--- config.mk ---
export PLATFORM = sky130hd
export DESIGN_NAME = ps2_key_decoder
export DESIGN_NICKNAME = d
export VERILOG_FILES = /design/src/rtl/synth_kbd_pkg.sv /design/src/rtl/ps2_note_map.sv /design/src/rtl/ps2_key_decoder.sv
export SDC_FILE = /design/constraint.sdc
export NUM_CORES = 1
export LEC_CHECK = 0
export BUFFER_PORTS_ARGS = -buffer_cell sky130_fd_sc_hd__buf_4
export CAP_MARGIN = 10
export CORE_UTILIZATION = 55
export CTS_BUF_LIST = sky130_fd_sc_hd__clkbuf_8
export CTS_CLUSTER_DIAMETER = 80
export DETAILED_ROUTE_END_ITERATION = 8
export HOLD_SLACK_MARGIN = 0.1
export PLACE_DENSITY_LB_ADDON = 0.05
export REMOVE_ABC_BUFFERS = 1
export SYNTH_ARGS = -nofsm -noshare
export SYNTH_HDL_FRONTEND = slang
export SYNTH_SLANG_ARGS = --single-unit
--- constraint.sdc ---
create_clock -name clk -period 2.6 [get_ports clk]
set_input_delay 0.13 -clock clk [delete_from_list [all_inputs] [get_ports clk]]
set_output_delay 0.13 -clock clk [all_outputs]
set_load 0.01 [all_outputs]
--- src/rtl/synth_kbd_pkg.sv ---
// synth_kbd_pkg: PS/2 set-2 scan codes, decoder FSM states and key tables
// shared by the synth keyboard decoder.
package synth_kbd_pkg;

   localparam logic [7:0] SC_EXT     = 8'hE0;
   localparam logic [7:0] SC_BRK     = 8'hF0;
   localparam logic [7:0] SC_OCT_UP  = 8'h22;
   localparam logic [7:0] SC_OCT_DN  = 8'h1A;
   localparam logic [7:0] SC_ADSR_UP = 8'h55;
   localparam logic [7:0] SC_ADSR_DN = 8'h4E;

   localparam int NOTE_MAX = 12;
   localparam int ADSR_MAX = 4;

   localparam logic [7:0] NOTE_CODES [NOTE_MAX+1] = '{
      8'h1C, 8'h1D, 8'h1B, 8'h24, 8'h23, 8'h2B, 8'h2C,
      8'h34, 8'h35, 8'h33, 8'h3C, 8'h3B, 8'h42
   };

   localparam logic [7:0] ADSR_CODES [ADSR_MAX+1] = '{
      8'h16, 8'h1E, 8'h26, 8'h25, 8'h2E
   };

   typedef enum logic [1:0] {
      IDLE    = 2'd0,
      BRK     = 2'd1,
      EXT     = 2'd2,
      EXT_BRK = 2'd3
   } kbd_state_t;

   typedef struct packed {
      logic       hit;
      logic [2:0] sel;
   } adsr_hit_t;

   function automatic adsr_hit_t adsr_lookup(input logic [7:0] code);
      adsr_hit_t r;
      r = '0;
      for (int i = 0; i <= ADSR_MAX; i++) begin
         if (code == ADSR_CODES[i]) r = '{hit: 1'b1, sel: 3'(i)};
      end
      return r;
   endfunction

endpackage

--- src/rtl/ps2_note_map.sv ---
// ps2_note_map: combinational lookup of a scan code into one of the thirteen note keys.
module ps2_note_map
   import synth_kbd_pkg::*;
(
   input  logic [7:0] code,
   output logic       hit,
   output logic [3:0] note
);

   always_comb begin
      hit  = 1'b0;
      note = '0;
      for (int i = 0; i <= NOTE_MAX; i++) begin
         if (code == NOTE_CODES[i]) begin
            hit  = 1'b1;
            note = 4'(i);
         end
      end
   end

endmodule

--- src/rtl/ps2_key_decoder.sv ---
// ps2_key_decoder: turns a stream of PS/2 set-2 bytes into held-key levels for the synth
// (note, octave +/-, ADSR parameter select and +/-), with a watchdog on dangling prefixes.
module ps2_key_decoder
   import synth_kbd_pkg::*;
#(
   parameter int unsigned TIMEOUT_CYCLES = 2500000
) (
   input  logic       clk,
   input  logic       reset,
   input  logic       byte_valid,
   input  logic [7:0] byte_data,
   output logic       note_in,
   output logic [3:0] note,
   output logic       octave_plus_plus,
   output logic       octave_minus_minus,
   output logic [2:0] ADSR_selector,
   output logic       ADSR_plus_plus,
   output logic       ADSR_minus_minus
);

   localparam int CW = $clog2(TIMEOUT_CYCLES + 1);

   kbd_state_t    state_q, state_d;
   logic [CW-1:0] cnt_q, cnt_d;
   logic          note_in_q, note_in_d;
   logic [3:0]    note_q, note_d;
   logic          oct_up_q, oct_up_d;
   logic          oct_dn_q, oct_dn_d;
   logic [2:0]    sel_q, sel_d;
   logic          adsr_up_q, adsr_up_d;
   logic          adsr_dn_q, adsr_dn_d;

   logic          map_hit;
   logic [3:0]    map_note;
   adsr_hit_t     adsr;
   logic          make, brk, timeout, key_evt;

   ps2_note_map u_note_map (
      .code (byte_data),
      .hit  (map_hit),
      .note (map_note)
   );

   assign adsr    = adsr_lookup(byte_data);
   assign make    = byte_valid && state_q == IDLE && byte_data != SC_BRK && byte_data != SC_EXT;
   assign brk     = byte_valid && state_q == BRK;
   assign key_evt = make || brk;
   // The last idle cycle of the window expires the prefix; a byte in that cycle still wins.
   assign timeout = !byte_valid && state_q != IDLE && cnt_q == CW'(TIMEOUT_CYCLES - 1);

   always_comb begin
      state_d = !byte_valid ? (timeout ? IDLE : state_q)
              : state_q == IDLE ? (byte_data == SC_BRK ? BRK : byte_data == SC_EXT ? EXT : IDLE)
              : (state_q == EXT && byte_data == SC_BRK) ? EXT_BRK : IDLE;
      cnt_d     = (byte_valid || state_q == IDLE || timeout) ? '0 : cnt_q + CW'(1);
      note_d    = (make && map_hit) ? map_note : note_q;
      note_in_d = (make && map_hit) ? 1'b1
                : (brk && map_hit && map_note == note_q) ? 1'b0 : note_in_q;
      oct_up_d  = (key_evt && byte_data == SC_OCT_UP)  ? make : oct_up_q;
      oct_dn_d  = (key_evt && byte_data == SC_OCT_DN)  ? make : oct_dn_q;
      adsr_up_d = (key_evt && byte_data == SC_ADSR_UP) ? make : adsr_up_q;
      adsr_dn_d = (key_evt && byte_data == SC_ADSR_DN) ? make : adsr_dn_q;
      sel_d     = (make && adsr.hit) ? adsr.sel : sel_q;
   end

   always_ff @(posedge clk) begin
      if (!reset) begin
         state_q   <= IDLE;
         cnt_q     <= '0;
         note_in_q <= 1'b0;
         note_q    <= '0;
         oct_up_q  <= 1'b0;
         oct_dn_q  <= 1'b0;
         sel_q     <= '0;
         adsr_up_q <= 1'b0;
         adsr_dn_q <= 1'b0;
      end else begin
         state_q   <= state_d;
         cnt_q     <= cnt_d;
         note_in_q <= note_in_d;
         note_q    <= note_d;
         oct_up_q  <= oct_up_d;
         oct_dn_q  <= oct_dn_d;
         sel_q     <= sel_d;
         adsr_up_q <= adsr_up_d;
         adsr_dn_q <= adsr_dn_d;
      end
   end

   assign note_in            = note_in_q;
   assign note               = note_q;
   assign octave_plus_plus   = oct_up_q;
   assign octave_minus_minus = oct_dn_q;
   assign ADSR_selector      = sel_q;
   assign ADSR_plus_plus     = adsr_up_q;
   assign ADSR_minus_minus   = adsr_dn_q;

endmodule

Word level (Yosys, flattened, before mapping)
Cells that the tools add are included.
- register bits after elaboration: 36
- bits in latches: 0
- bits in writable memories: 0
- ROM bits: 0
- input port bits: 11
- output and inout port bits: 12
- word-level logic and storage cells: 103
- memories kept: 0
- add/subtract/negate cells: 1
- $mul: 0
- div/mod/pow operators: 0
- order comparisons: 0
- equal/unequal tests: 30
- shifts and indexed selects: 0
- muxes and demuxes: 38
- bitwise operators: 1
- reductions and logical operators: 24
- operators with widths (cell ; number):
    equality test 8 x 6 -> 1 bit, second input constant ; 13
    equality test 8 x 5 -> 1 bit, second input constant ; 6
    2-to-1 mux 4 bit ; 10
    equality test 8 x 7 -> 1 bit, second input constant ; 3
    adder 22 x 1 -> 22 bit, second input constant ; 1
    equality test 22 bit, second input constant ; 1
    equality test 8 bit, second input constant ; 2
    2-to-1 mux 1 bit ; 16
    2-to-1 mux 2 bit ; 8
    != test 8 bit, second input constant ; 2
    logical AND 1 bit ; 15
    2-to-1 mux 3 bit ; 4
    nonzero test 2 bit ; 3
    equality test 4 bit ; 1
    logical OR 1 bit ; 3
    equality test 2 x 1 -> 1 bit, second input constant ; 1
    equality test 2 bit, second input constant ; 1
    logical NOT 2 bit ; 1
    OR reduction 2 bit ; 1
    logical NOT 1 bit ; 1
    inverter 1 bit ; 1

Depth between registers and ports, before layout
- depth after elaboration: 18
- depth in mapped cells: 8
- depth with buffers taken out: 6

Cells and area by module
A second synthesis with hierarchy kept.
- cell total of the unflattened synthesis: 241
- area, all modules: 1984.4 µm²
- by module, submodules not included (module ; instances ; cells an instance ; area an instance (µm²) ; sequential area each (µm²)):
    ps2_key_decoder ; 1 ; 210 ; 1800.5 ; 720.7
    ps2_note_map ; 1 ; 31 ; 183.9 ; 0.0

Worst setup path after synthesis
Ideal clock, no wire load.
- kind: input-to-reg
- from: in byte_data[3]
- to: reg note_q[3], in the netlist note[3]
- setup time: 115 ps
- arrival: 1520 ps
- required time: 2485 ps
- slack: 965 ps
- cell stages on the path: 7
- path buffers: 1
- cells stage by stage: buf_2 > or4b_1 > mux2i_1 > a222oi_1 > a21oi_4 > o22ai_1 > and2_1
- cells in the longest elaborated chain, start to end: 15
- elaborated cells between the ends (all ways): 36
- classes of those cells: 15 x eq/ne; 18 x mux; 3 x reduce/logical
- ends and longest elaborated chain (item ; line ; RTL):
    start: declaration ; ps2_key_decoder.sv:11 ; input logic [7:0] byte_data,
    equality test 8 x 5 -> 1 bit ; ps2_note_map.sv:14 ; if (code == NOTE_CODES[i]) begin
    2-to-1 mux 1 bit (13 in series) ; ps2_note_map.sv:14 ;
    logical AND 1 bit ; ps2_key_decoder.sv:56 ; note_d = (make && map_hit) ? map_note : note_q;
    end signal: assignment ; ps2_key_decoder.sv:81 ; note_q <= note_d;
    end: declaration ; ps2_key_decoder.sv:26 ; logic [3:0] note_q, note_d;
Several ways; a longest one is shown, not always the timed one.
A chain may end at the register's enable or synchronous reset.

Worst setup path after layout
- from: reg cnt_q[2]
- to: reg cnt_q[21]
- cells in the longest elaborated chain, start to end: 4
- elaborated cells between the ends (all ways): 5
- classes of those cells: 1 x add/sub; 1 x eq/ne; 3 x reduce/logical
- ends and longest elaborated chain (item ; line ; RTL):
    start: declaration ; ps2_key_decoder.sv:24 ; logic [CW-1:0] cnt_q, cnt_d;
    start signal: assignment ; ps2_key_decoder.sv:79 ; cnt_q <= cnt_d;
    branches (longest 4 deep; another with adder 22 x 1 -> 22 bit) ; -- ;
Several ways; the timed one is not identified.

==> run summary <==
STA puts the critical path data arrival time at 2100 ps. Clock-pin slew was measured on the worst setup and hold paths at 70 ps. The top-area cell type share of the netlist area came out at 37.2%. The fraction of synthesis flops using an asynchronous set or reset pin is 0%. The peak supply drop is 0.000391 V. The flip-flop and latch count after synthesis came out at 36. After detailed placement, the total cell area comes to 2120 um2. The measured slew at the worst slew-check pin came out at 707 ps. The initial antenna violation count is 0. The floorplan step set the die height to 61.4 um. The via count of the first global-routing pass came out at 1417. The global-route total usage across every layer is 24.0%. In the layout the commonest cells are sky130_fd_sc_hd__dfxtp_1 (36), sky130_fd_sc_hd__nor2_1 (35), sky130_fd_sc_hd__buf_4 (23).

The worst register-to-register path has a depth of 6. The total clock sinks is 36. The cell area after synthesis came out at 1940 um2. The multi-input gate area in the final layout came out at 1150 um2. The placeable core region came out at 3360 um2. The number of nets in the finished design is 256.

The final cell area excluding filler cells is 2220 um2. The residual overflow from global routing came out at 0. The wire length per cell after detailed routing came out at 13.6 um. The cell count of the worst hold path is 2.

The number of placed cells counting well taps came out at 283. The number of vias per cell came out at 5.65. The hold violation count in the final report came out at 0. The count of final max-slew check failures came out at 0. The number of hold-repair buffers added at the cts stage came out at 0. The final core area utilization came out at 66.1%. The number of enable flip-flop cells after synthesis came out at 0. The first-pass GRT wire length came out at 6490 um. Cell internal power was estimated by the tool at 0.864 mW.

The total net switching power came out at 0.243 mW. The latest clock arrival within the worst-skew pair came out at 290 ps. The share of the clock period used by the worst path after layout is 74.0%.

The register area share after synthesis is 37.2%. The initial standard-cell utilization of the core is 57.7%. The power consumption is 1.11 mW. Setup repair after global routing left no endpoint under its margin. The root cell of the clock tree is sky130_fd_sc_hd__clkbuf_8. The layout overhead on the synthesized area is 14.7%. The data required time at the worst endpoint is 2780 ps. The number of buffers inserted during clock tree synthesis is 5. Yosys printed 0 warnings.

Of the total power, registers draw 50.0%. The maximum number of pins on one net before global-route repair is 23. After legalization and detailed placement, the total HPWL measured 2880 um. The count of placed standard cells in the final layout, fillers left out is 291. The clock passes through at most 2 buffers. The count of antenna diodes in the layout came out at 0. The residual DRC count came out at 0. In this run the remaining antenna-violating nets after routing total 0. In this run, the number of DRC markers left after iteration 0 of detailed routing was 108. The max-cap violation count is 0.

TritonCTS built the clock tree. The final weighted congestion in routability-driven placement is 0.929. In this run the core area contains 21 standard-cell rows. The minimum clock period is 1920 ps. The synthesized area divided by synthesized cell count is 8.66 um2.

The count of H-tree levels built during CTS came out at 2. The library cell used most frequently in the layout, excluding fill and tap cells, is sky130_fd_sc_hd__dfxtp_1. The number of buffer cells added on primary ports is 22. The total length of routed wires is 3960 um. Across all layers, the routed design uses 1644 vias. The prevailing post-synth register cell is sky130_fd_sc_hd__dfxtp_1.

The pre-antenna-repair detailed-routing pass consisted of 4 iterations. Counting the fill cells in the layout gives 310. The total of endpoints with negative setup slack in the final report came out at 0.

The count of instances resized after the clock tree is built is 0. The total setup buffers inserted after CTS came out at 0. 23 I/O pins were placed. The share of layout cells above drive strength 1 is 14.7%.

The power density of the placed cells is 497 nW/um2. The kind of critical path is register to register. The floorplan step defined a die boundary enclosing 3770 um2.

The part of the total power dissipated in the clock network is 43.2%. The worst setup path is launched from a register. Measured against its own limit, the worst slew margin works out to 52.5%. Across the routed clock network, the largest skew measured is 1.48 ps. The worst slack at placement is 658 ps. The analysis attributes to cell leakage a power of 0.772 nW. The top fanout value on the critical path came out at 5. The total negative slack is 0 ps. Sorting the synthesized cells by area gives the leading types as sky130_fd_sc_hd__dfxtp_1 (37%), sky130_fd_sc_hd__xor2_1 (7.7%), sky130_fd_sc_hd__nor2_1 (6.8%). The largest area contributor in the netlist is sky130_fd_sc_hd__dfxtp_1.

The path category of the worst min-delay check is input pin to register. The worst setup path is captured at a register. The die width is 61.4 um. Setup slack on the critical path of the routed design comes to 676 ps. The switching share of power came out at 21.9%. The count of cell types in the netlist is 49. Counting every instance in the synthesized netlist gives 224. Final hold analysis gives a worst-case slack of 165 ps.

The flow ran to the end, and the final reports show no timing, DRC or antenna violations. The setup slack of the most critical reg-to-reg path is 680 ps. Registers take 721 um2.

The share of total power dissipated in combinational logic is 6.8%. Based on the critical path, the design can be clocked at up to 520 MHz.
==> synthesized netlist by cell type, types with 2 or more instances <==
| library cell | count |
|---|---|
| sky130_fd_sc_hd__inv_1 | 3 |
| sky130_fd_sc_hd__xnor2_1 | 9 |
| sky130_fd_sc_hd__a41oi_1 | 2 |
| sky130_fd_sc_hd__nor4b_1 | 7 |
| sky130_fd_sc_hd__xor2_1 | 17 |
| sky130_fd_sc_hd__nand3b_1 | 2 |
| sky130_fd_sc_hd__nand2b_1 | 4 |
| sky130_fd_sc_hd__and3_1 | 4 |
| sky130_fd_sc_hd__o21a_1 | 2 |
| sky130_fd_sc_hd__nor2b_1 | 6 |
| sky130_fd_sc_hd__buf_2 | 3 |
| sky130_fd_sc_hd__o31a_1 | 2 |
| sky130_fd_sc_hd__mux2i_1 | 6 |
| sky130_fd_sc_hd__nor3b_4 | 2 |
| sky130_fd_sc_hd__nor3_1 | 3 |
| sky130_fd_sc_hd__nand3_1 | 21 |
| sky130_fd_sc_hd__nor4_1 | 2 |
| sky130_fd_sc_hd__and2_1 | 5 |
| sky130_fd_sc_hd__o21ai_0 | 8 |
| sky130_fd_sc_hd__clkbuf_1 | 5 |
| sky130_fd_sc_hd__a22o_1 | 2 |
| sky130_fd_sc_hd__a21oi_1 | 2 |
| sky130_fd_sc_hd__nor2_1 | 35 |
| sky130_fd_sc_hd__nand2_1 | 9 |
| sky130_fd_sc_hd__nand4_1 | 4 |
| sky130_fd_sc_hd__dfxtp_1 | 36 |
==> sequential cells by signal, summed over array words and instances, names as in the netlist <==
| register | cells |
|---|---|
| ADSR_minus_minus | 1 |
| ADSR_plus_plus | 1 |
| ADSR_selector | 3 |
| cnt_q | 22 |
| note | 4 |
| note_in | 1 |
| octave_minus_minus | 1 |
| octave_plus_plus | 1 |
| state_q | 2 |
==> power by group through the flow <==
stage / clock network (mW) / registers [mW] / logic, mW
after floorplan: 0 / 0.566 / 0.0346
after global placement: 0 / 0.566 / 0.0728
after detailed placement: 0 / 0.566 / 0.0749
after CTS: 0.490 / 0.553 / 0.0750
after global routing: 0.514 / 0.553 / 0.0819
final: 0.478 / 0.553 / 0.0753
==> routing by layer <==
metal  routed length, um  share of wire, %  track usage, %
met1                1920                49            32.7
met4                  48               1.2            7.62
met2                1810                46            37.0
met5                   0                 0               0
met3                 182               4.6            6.72
==> path summary, 6_finish.rpt <==
| path | startpoint | end |
|---|---|---|
| worst max-delay path | cnt_q[2] | cnt_q[21] |
| worst min-delay path | reset | note[0] |
| worst max register to register | cnt_q[2] | cnt_q[21] |
| worst min register to register | cnt_q[0] | cnt_q[0] |
==> logic make-up (layout without fill, tap and decap cells) <==
kind of cell               count (synthesis)  in the layout  share of synthesized area (%)
and+or+nand+nor                          112            112                           32.5
DFF                                       36             36                           37.2
AOI/OAI and AO/OA                         30             30                           11.6
xor gates and xnor gates                  26             26                           11.7
buffers and inverters                     13             34                           3.29
muxes                                      6              6                           3.10
adders and majority gates                  1              1                          0.645
==> final cells by class <==
class / instances / share of cell area, %
clock buffers: 5 / 3.09
clock inverters: 3 / 1.74
inverters: 3 / 0.506
multi-input cells: 175 / 51.9
flip-flops and latches: 36 / 32.4
well taps: 46 / 2.59
repair buffers: 23 / 7.76
==> critical path: stages (launching register included) <==
cell	delay, ps
sky130_fd_sc_hd__dfxtp_1	380
sky130_fd_sc_hd__and3_1	220
sky130_fd_sc_hd__nand3_1	160
sky130_fd_sc_hd__nor3_1	620
sky130_fd_sc_hd__nand4_1	200
sky130_fd_sc_hd__xor2_1	170
sky130_fd_sc_hd__nor2_1	50
(Power assumes the default switching activity.)
